--- src/rtl/axis_slice_pkg.sv ---
// Shared types and defaults for the AXI4-Stream register slice.
package axis_slice_pkg;

  localparam int DW_DEF = 8;

  typedef enum logic [1:0] {
    EMPTY = 2'd0,
    ONE   = 2'd1,
    FULL  = 2'd2
  } slice_state_t;

endpackage

--- src/rtl/axis_skid_ctrl.sv ---
// Occupancy FSM for the 2-entry skid buffer: registered ready/valid plus data load enables.
// state | meaning
// EMPTY | no beat held, master valid low
// ONE   | main register holds a beat
// FULL  | main and skid hold beats, slave ready low
module axis_skid_ctrl
  import axis_slice_pkg::*;
(
  input  logic clk,
  input  logic rst,
  input  logic s_valid,
  input  logic m_ready,
  output logic s_ready,
  output logic m_valid,
  output logic load_main,
  output logic load_skid,
  output logic skid_to_main
);

  slice_state_t state;
  slice_state_t state_next;
  logic         accept;
  logic         deliver;

  assign accept  = s_valid & s_ready;
  assign deliver = m_valid & m_ready;

  always_comb begin
    state_next   = state;
    load_main    = 1'b0;
    load_skid    = 1'b0;
    skid_to_main = 1'b0;
    unique case (state)
      EMPTY: begin
        if (accept) begin
          state_next = ONE;
          load_main  = 1'b1;
        end
      end
      ONE: begin
        case ({accept, deliver})
          2'b10: begin
            state_next = FULL;
            load_skid  = 1'b1;
          end
          2'b01: state_next = EMPTY;
          2'b11: load_main = 1'b1;
          default: state_next = ONE;
        endcase
      end
      FULL: begin
        if (deliver) begin
          state_next   = ONE;
          skid_to_main = 1'b1;
        end
      end
      default: state_next = EMPTY;
    endcase
  end

  // Handshake outputs are registered from the next state so neither side sees a combinational path.
  always_ff @(posedge clk or posedge rst) begin
    if (rst) begin
      state   <= EMPTY;
      s_ready <= 1'b0;
      m_valid <= 1'b0;
    end else begin
      state   <= state_next;
      s_ready <= (state_next != FULL);
      m_valid <= (state_next != EMPTY);
    end
  end

endmodule

--- src/rtl/axis_reg_slice.sv ---
// Full AXI4-Stream register slice; define AXIS_SLICE_CNT_EN to add the delivered-beat counter beat_cnt.
module axis_reg_slice
  import axis_slice_pkg::*;
#(
  parameter int DW = DW_DEF
) (
  input  logic          clk_0,
  input  logic          reset_0,
  input  logic [DW-1:0] s_0_tdata,
  input  logic          s_0_tvalid,
  output logic          s_0_tready,
  output logic [DW-1:0] m_0_tdata,
  output logic          m_0_tvalid,
  input  logic          m_0_tready
`ifdef AXIS_SLICE_CNT_EN
  ,
  output logic [15:0]   beat_cnt
`endif
);

  logic          load_main;
  logic          load_skid;
  logic          skid_to_main;
  logic [DW-1:0] main_q;
  logic [DW-1:0] skid_q;

  axis_skid_ctrl u_ctrl (
    .clk          (clk_0),
    .rst          (reset_0),
    .s_valid      (s_0_tvalid),
    .m_ready      (m_0_tready),
    .s_ready      (s_0_tready),
    .m_valid      (m_0_tvalid),
    .load_main    (load_main),
    .load_skid    (load_skid),
    .skid_to_main (skid_to_main)
  );

  // Data is captured verbatim; no qualification of X/Z bits.
  always_ff @(posedge clk_0 or posedge reset_0) begin
    if (reset_0) begin
      main_q <= '0;
      skid_q <= '0;
    end else begin
      if (skid_to_main)
        main_q <= skid_q;
      else if (load_main)
        main_q <= s_0_tdata;
      if (load_skid)
        skid_q <= s_0_tdata;
    end
  end

  assign m_0_tdata = main_q;

`ifdef AXIS_SLICE_CNT_EN
  logic [15:0] cnt_q;

  always_ff @(posedge clk_0 or posedge reset_0) begin
    if (reset_0)
      cnt_q <= '0;
    else if (m_0_tvalid && m_0_tready)
      cnt_q <= cnt_q + 16'd1;
  end

  assign beat_cnt = cnt_q;
`endif

endmodule

--- config.mk ---
export PLATFORM = sky130hd
export DESIGN_NAME = axis_reg_slice
export DESIGN_NICKNAME = d
export VERILOG_FILES = /design/src/rtl/axis_slice_pkg.sv /design/src/rtl/axis_skid_ctrl.sv /design/src/rtl/axis_reg_slice.sv
export SDC_FILE = /design/constraint.sdc
export NUM_CORES = 1
export LEC_CHECK = 0
export CAP_MARGIN = 20
export CELL_PAD_IN_SITES_DETAIL_PLACEMENT = 1
export CELL_PAD_IN_SITES_GLOBAL_PLACEMENT = 1
export CORE_ASPECT_RATIO = 1.25
export CORE_MARGIN = 2
export CORE_UTILIZATION = 56
export CTS_BUF_LIST = sky130_fd_sc_hd__clkbuf_2
export CTS_CLUSTER_SIZE = 14
export DETAILED_ROUTE_END_ITERATION = 8
export DONT_BUFFER_PORTS = 1
export PLACE_DENSITY = 0.88
export SLEW_MARGIN = 0
export SYNTH_ARGS = -nofsm -noshare
export SYNTH_HDL_FRONTEND = slang
export SYNTH_SLANG_ARGS = --single-unit
export TNS_END_PERCENT = 50
--- constraint.sdc ---
create_clock -name clk_0 -period 3.25 [get_ports clk_0]
set_clock_uncertainty 0.15 [all_clocks]
set_input_delay 0.4875 -clock clk_0 [delete_from_list [all_inputs] [get_ports clk_0]]
set_output_delay 0.4875 -clock clk_0 [all_outputs]
set_load 0.02 [all_outputs]
==> results.cfg, run 1 <==
[run_status]
status = finished clean

[clocking]
cts_hold_buf = 0
cts_setup_buffers = 0
cts_root_buffer = clkbuf_2
cts_max_level = 1
cts_buffer_depth = 2
post_cts_resized = 0
cts_buffers = 3
clock-sinks = 20
clk_latency_ns = 0.29
cts_tree = done
clk_pin_slew_worst_paths_ns = 0.17

[logic_synthesis]
ys.flop_type = dfrtp_1
synth_top_area_share = 0.535
synth_seq_area_share = 0.535
synth_area_leaders = dfrtp_1 (53%), mux2_2 (19%), mux2_4 (13%)
syn_avg_cell_area_um2 = 14.9
synth_common_cells = dfrtp_1 (20), mux2_2 (16), mux2_4 (8)
synth_edf_count = 0
syn_area_um2 = 936
ys_ff_latch = 20
synth_cells = 63
yosys_warnings = 0
synth_cell_types = 19
synth_nets = 75
synth.most_common_cell = dfrtp_1
synth_top_cell_by_area = dfrtp_1
async_reset_ff_frac = 1.00

[layout]
finalNetCount = 78
area_growth_pct = 2.27
layout-drive-gt1-share = 0.453
num_antenna_cells = 0
final_core_util = 0.613

[die]
ios = 22
fp.dieH_um = 49.7
die_w_um = 40.6
row_count = 16
core_area_mm2 = 0.00156
initial_core_util = 0.599
fp.dieArea_mm2 = 0.00202

[route]
viasPerCell = 6.05
drt_iter0_markers = 4
route.detailed.drc = 0
antenna_left = 0
wl_per_cell_um = 17.6
dr_total_vias = 496
dr.pass1.iters = 4
wirelength_mm = 1.44

[grt]
grt-ovfl-total = 0
grt_first_pass_wirelength_mm = 2.42
antenna_found_initial = 0
grt_usage = 0.175
grt_pass1_vias = 570
grt_max_degree = 21

[sta]
fmax_ghz = 0.477
tightest_slew_ns = 0.731
slew_headroom = 0.512
drv_slew = 0
finalCriticalPeriod_ns = 2.10
rsz0062_at_grt = no
setup_viol = 0
hold_viol = 0
finalCritPeriodShare = 0.645
tns_ns = 0

[run]
drv_cap = 0

[setup_path]
cp_cell_sequence = nand4b_1 -> o211ai_2 -> mux2_2
slowest_delay_ns = 0.56
end_kind = flop
arrival_ns = 2.14
slowest_stage = dfrtp_1
path_max_fanout = 10
path_class = flop to flop
critPathLaunchType = flop
cp.required_ns = 3.30

[min_path]
hold_path.class = input pin to async pin

[power]
max-vdd-ir-drop_mv = 0.515
powerDensity_mw_per_mm2 = 989
leakagePower_uw = 0.000439
power_uw = 946

[place]
io_buffers = 0
gp_congestion = 0.665
hpwl_mm = 1.05
==> critical path: cells and delay by family, from the launching register on <==
family	cells	cell delay, ns
AOI/OAI and AO/OA	1	0.41
muxes	1	0.39
and+or+nand+nor	1	0.50
DFF	1	0.56
==> cells by family (layout without fill, tap and decap cells) <==
family	Yosys count	count (layout)	share of synthesized area
DFF	20	20	0.535
buffers and inverters	3	4	0.0214
AOI/OAI and AO/OA	6	6	0.0548
and+or+nand+nor	10	10	0.0682
muxes	24	24	0.321
==> cell type report <==
type,instances,area (um2)
Tap cell,18,22.5
Sequential cell,20,500
Multi-Input combinational cell,40,415
Clock buffer,3,15.0
Inverter,1,3.75
Fill cell,151,604
==> per-layer routing <==
layer | GRT usage | vias to the layer above | routed length, um
met2 | 0.243 | 13 | 721
met5 | 0 | - | 0
met3 | 0.0360 | 2 | 73
met4 | 0.0833 | 0 | 19
met1 | 0.256 | 253 | 629
li1 | - | 228 | -
==> layout by cell type (no fill, tap or decap), types with 3 or more instances in the layout <==
master    instances
dfrtp_1          20
clkbuf_2          3
mux2_4            8
mux2_2           16
nand2_1           4
==> state kept, by name, indices dropped and copies added (netlist names) <==
register / cells
u_ctrl.state: 2
u_ctrl.m_valid: 1
u_ctrl.s_ready: 1
skid_q: 8
m_0_tdata: 8
==> worst paths after layout <==
path	depth (start not counted)	slack (ns)	end	startpoint
max in group asynchronous	1	2.47	skid_q[2]$_DFFE_PP0P_	reset_0
min in group clk_0	1	0.17	skid_q[6]$_DFFE_PP0P_	s_0_tdata[6]
min reg2reg	1	0.38	skid_q[3]$_DFFE_PP0P_	skid_q[3]$_DFFE_PP0P_
max	3	1.15	m_0_tdata[2]$_DFFE_PP0P_	u_ctrl.m_valid$_DFF_PP0_
min	1	0.03	m_0_tdata[7]$_DFFE_PP0P_	reset_0
max reg2reg	3	1.15	m_0_tdata[2]$_DFFE_PP0P_	u_ctrl.m_valid$_DFF_PP0_
==> stage by stage <==
step | worst slack (ns) | std cells | area (um2) | hold WS [ns]
CTS | 1.08 | 82 | 957 | 0.0398
finish | 1.15 | 82 | 957 | 0.0251
floorplan | 1.51 | 63 | 936 | 0.301
global placement | 1.17 | 79 | 942 | 0.339
global route | 0.958 | 82 | 957 | 0.0783
detailed placement | 1.10 | 79 | 942 | 0.343
==> where the power goes <==
group / switching [uW] / internal (uW) / total, uW
clock network: 67.0 / 25.2 / 92.2
logic: 105 / 205 / 311
registers: 169 / 375 / 544
total: 341 / 605 / 946
No activity file was read; power rests on OpenSTA's default activity.
==> run 2: changes to the inputs <==
--- a/config.mk
+++ b/config.mk
@@ -10,12 +10,12 @@
 export CELL_PAD_IN_SITES_GLOBAL_PLACEMENT = 1
 export CORE_ASPECT_RATIO = 1.25
 export CORE_MARGIN = 2
-export CORE_UTILIZATION = 56
+export CORE_UTILIZATION = 52
 export CTS_BUF_LIST = sky130_fd_sc_hd__clkbuf_2
 export CTS_CLUSTER_SIZE = 14
 export DETAILED_ROUTE_END_ITERATION = 8
 export DONT_BUFFER_PORTS = 1
-export PLACE_DENSITY = 0.88
+export PLACE_DENSITY = 0.83
 export SLEW_MARGIN = 0
 export SYNTH_ARGS = -nofsm -noshare
 export SYNTH_HDL_FRONTEND = slang
==> constraint.sdc (replaced) <==
create_clock -name clk_0 -period 2 [get_ports clk_0]
set_clock_uncertainty 0.15 [all_clocks]
set_input_delay 0.3 -clock clk_0 [delete_from_list [all_inputs] [get_ports clk_0]]
set_output_delay 0.3 -clock clk_0 [all_outputs]
set_load 0.02 [all_outputs]
==> results.cfg, run 2 (same netlist as run 1, synthesis figures left out) <==
[sta]
fmax_ghz = 0.526
tightest_slew_ns = 0.746
hold_viol = 0
drv_slew = 0
tns_ns = 0
finalCritPeriodShare = 0.950
final.setup.worst_slack_ns = 0.0999
rsz0062_at_grt = no
finalCriticalPeriod_ns = 1.90
setup_viol = 0
slew_headroom = 0.502

[route]
wirelength_mm = 1.88
dr_total_vias = 570
dr.pass1.iters = 3
wl_per_cell_um = 19.4
viasPerCell = 5.88
antenna_left = 0
route.detailed.drc = 0
drt_iter0_markers = 4

[layout]
layout_common_cells = dfrtp_1 (20), mux2_2 (16), dlygate4sd3_1 (9)
regArea_um2 = 500
num_antenna_cells = 0
nFillCells = 179
final_common_cell = dfrtp_1
area_growth_pct = 16.0
finalNetCount = 92
layout-drive-gt1-share = 0.436
multi_input_area_um2 = 415

[power]
leakagePower_uw = 0.000499
powerDensity_mw_per_mm2 = 1510
max-vdd-ir-drop_mv = 0.708

[clocking]
clk_latency_ns = 0.32
cts_buffers = 3
cts_setup_buffers = 0
cts_tree = done
cts_root_buffer = clkbuf_2
cts_buffer_depth = 2
cts_hold_buf = 9
clk_pin_slew_worst_paths_ns = 0.18
cts_max_level = 1
post_cts_resized = 0
clock-sinks = 20

[grt]
use_met3 = 0.0389
grt_util_met1 = 0.276
grt_usage = 0.207
met2_usage = 0.323
grt_max_degree = 21
grt-ovfl-total = 0
grt.busiest_layer = met2
grt_pass1_vias = 665
antenna_found_initial = 0
grt_first_pass_wirelength_mm = 3.24

[setup_path]
critPathLaunchType = flop
path_max_fanout = 10
end_kind = flop
arrival_ns = 1.97
rrSetupSlack_ns = 0.1
path_class = flop to flop
cp.required_ns = 2.07

[place]
dp_slack_ns = 0.127
hpwl_mm = 1.27
io_buffers = 0
gp_congestion = 0.699

[run_status]
status = finished clean

[die]
initial_core_util = 0.543
ios = 22
fp.dieH_um = 51.4
row_count = 17
fp.dieArea_mm2 = 0.00216
core_area_mm2 = 0.00172
die_w_um = 41.9

[min_path]
hold_path.class = input pin to flop

[run]
drv_cap = 0
[run 2: critical path, stage by stage, from the launching register on]
cell,delay [ns]
dfrtp_1,0.45
a21boi_2,0.19
or3b_1,0.63
mux2_4,0.40
[run 2: layer usage]
| metal | wire, um | share of wire |
|---|---|---|
| met5 | 0 | 0 |
| met3 | 82 | 0.044 |
| met2 | 923 | 0.49 |
| met1 | 808 | 0.43 |
| met4 | 63 | 0.034 |
[run 2: layout make-up]
type / count / share of cell area
sequential: 20 / 0.461
timing repair buffer: 14 / 0.118
inverter: 1 / 0.00346
tap: 19 / 0.0219
clock buffer: 3 / 0.0138
multi-input combinational: 40 / 0.382
[run 2: worst paths after layout]
path	startpoint	end	cells after the start
worst max-delay path	u_ctrl.m_valid$_DFF_PP0_	skid_q[2]$_DFFE_PP0P_	3
max in group asynchronous	reset_0	u_ctrl.m_valid$_DFF_PP0_	2
min in group asynchronous	reset_0	u_ctrl.s_ready$_DFF_PP0_	2
worst max register to register	u_ctrl.m_valid$_DFF_PP0_	skid_q[2]$_DFFE_PP0P_	3
worst min-delay path	m_0_tready	u_ctrl.state[1]$_DFF_PP0_	3
worst min register to register	skid_q[6]$_DFFE_PP0P_	skid_q[6]$_DFFE_PP0P_	1
[run 2: metrics by stage]
stage	area [um2]	hold slack, ns	total power (uW)	cells	utilization
2_1_floorplan	936	0.114	1320	63	-
3_3_place_gp	981	0.206	1440	85	0.569
3_5_place_dp	981	0.208	1480	85	0.569
4_1_cts	1090	0.0135	1640	97	0.630
5_1_grt	1090	0.0205	1750	97	0.630
6_report	1090	0.00643	1640	97	0.630
[run 2: where the power goes]
group	switching, uW	total (uW)	internal (uW)
Clock	119	160	40.9
Combinational	236	625	389
Sequential	250	859	609
==> run 3: changes to the inputs <==
--- a/config.mk
+++ b/config.mk
@@ -6,16 +6,14 @@
 export NUM_CORES = 1
 export LEC_CHECK = 0
 export CAP_MARGIN = 20
-export CELL_PAD_IN_SITES_DETAIL_PLACEMENT = 1
-export CELL_PAD_IN_SITES_GLOBAL_PLACEMENT = 1
-export CORE_ASPECT_RATIO = 1.25
 export CORE_MARGIN = 2
-export CORE_UTILIZATION = 52
+export CORE_UTILIZATION = 60
 export CTS_BUF_LIST = sky130_fd_sc_hd__clkbuf_2
 export CTS_CLUSTER_SIZE = 14
 export DETAILED_ROUTE_END_ITERATION = 8
 export DONT_BUFFER_PORTS = 1
-export PLACE_DENSITY = 0.83
+export PLACE_DENSITY = 0.79
+export SETUP_SLACK_MARGIN = 0.3
 export SLEW_MARGIN = 0
 export SYNTH_ARGS = -nofsm -noshare
 export SYNTH_HDL_FRONTEND = slang
==> results.cfg, run 3 (same netlist as run 1, synthesis figures left out) <==
[sta]
finalCriticalPeriod_ns = 1.74
rsz0062_at_grt = yes
hold-worst-slack_ns = 0.0219
tns_ns = 0
finalCritPeriodShare = 0.869
drv_slew = 0
hold_viol = 0
tightest_slew_ns = 0.751
fmax_ghz = 0.576
slew_headroom = 0.499
setup_viol = 0

[power]
leakagePower_uw = 0.000530
max-vdd-ir-drop_mv = 1.15
power_uw = 1870
powerDensity_mw_per_mm2 = 1610

[setup_path]
crit_cells = 3
cp_cell_sequence = a21boi_4 -> or3b_4 -> mux2_4
endpoint = skid_q[1]$_DFFE_PP0P_
r2r-start = u_ctrl.m_valid$_DFF_PP0_
critical_path_buf_inv_count = 0
path_class = flop to flop
arrival_ns = 1.81
cp.required_ns = 2.08
rrSetupSlack_ns = 0.26
slowest_stage = dfrtp_2
critPathLaunchType = flop
crit_start = u_ctrl.m_valid$_DFF_PP0_
ff2ff_path_depth = 3
slowest_delay_ns = 0.53
crit_family = flip-flops
r2r-end = skid_q[1]$_DFFE_PP0P_
path_max_fanout = 5
end_kind = flop

[die]
row_count = 14
initial_core_util = 0.629
die_w_um = 43.5
fp.dieH_um = 43.5
ios = 22
fp.dieArea_mm2 = 0.00189
core_area_mm2 = 0.00149

[layout]
num_antenna_cells = 0
finish.instance_area_mm2 = 0.00117
layout_common_cells = dfrtp_1 (18), mux2_2 (13), mux2_4 (11)
layout-drive-gt1-share = 0.468
finalNetCount = 92
final_core_util = 0.784
final_common_cell = dfrtp_1
area_growth_pct = 24.7
nFillCells = 86

[grt]
grt_pass1_vias = 638
grt_usage = 0.210
antenna_found_initial = 0
grt-ovfl-total = 0
grt_first_pass_wirelength_mm = 2.84
grt_max_degree = 21

[min_path]
hold_path.class = input pin to flop

[run]
drv_cap = 0

[route]
antenna_left = 0
route.detailed.drc = 0
drt_iter0_markers = 13
viasPerCell = 6.00
wl_per_cell_um = 17.8
wirelength_mm = 1.69
dr.pass1.iters = 4
dr_total_vias = 570

[run_status]
status = finished clean

[place]
gp_congestion = 0.822
hpwl_mm = 1.04
io_buffers = 0
postPlaceCellArea_um2 = 956

[clocking]
clk_latency_ns = 0.32
cts_max_level = 1
cts_root_buffer = clkbuf_2
cts_buffer_depth = 2
cts_buffers = 3
clock-sinks = 20
cts_tree = done
clk_pin_slew_worst_paths_ns = 0.18
[run 3: changes by cell type in the layout (fill, tap and decap cells not counted), sizes merged]
cell	change
buf	-2
bufinv	+1
dlygate4sd3	+1
or3b	+1
[run 3: power breakdown]
group / internal (uW) / leakage, uW / switching (uW)
registers: 613 / 0.000233 / 280
clock network: 173 / 0.0000266 / 126
logic: 461 / 0.000270 / 222
total: 1250 / 0.000530 / 628
[run 3: what timing repair did]
item | 4_1_cts | 5_1_grt
gates resized for setup | 4 | 5
endpoints found under the setup margin | 17 | 16
endpoints found under the hold margin | 29 | 0
hold buffers | 10 | 0
pin swaps | 0 | 2
cloned | 1 | 0
buffers inserted | 0 | 1
[run 3: area by class of cell]
cell class / instances / area (um2) / share of cell area
tap: 16 / 20.0 / 0.0171
sequential: 20 / 503 / 0.431
timing repair buffer: 13 / 139 / 0.119
multi-input combinational: 41 / 457 / 0.391
inverter: 1 / 3.75 / 0.00322
clock buffer: 3 / 15.0 / 0.0129
clock inverter: 1 / 30.0 / 0.0257
[run 3: how the worst min path moves through the flow]
stage                           from                       end  cells after the start
after floorplan              reset_0  m_0_tdata[0]$_DFFE_PP0P_                      1
after global placement       reset_0  m_0_tdata[2]$_DFFE_PP0P_                      1
after detailed placement     reset_0  m_0_tdata[5]$_DFFE_PP0P_                      1
after CTS                 s_0_tvalid  u_ctrl.m_valid$_DFF_PP0_                      2
after global routing      s_0_tvalid  u_ctrl.m_valid$_DFF_PP0_                      2
final                     s_0_tvalid  u_ctrl.m_valid$_DFF_PP0_                      2
[run 3: through the flow]
step	cells	worst slack, ns
2_1_floorplan	63	0.314
3_3_place_gp	79	0.118
3_5_place_dp	79	0.0746
4_1_cts	94	0.252
5_1_grt	95	0.224
6_report	95	0.263
[run 3: layer usage]
metal	track usage	part of all wire	vias to the layer above
met3	0.0417	0.063	4
met4	0.109	0.012	0
met1	0.297	0.45	282
met5	0	0	-
li1	-	-	261
met2	0.307	0.47	23
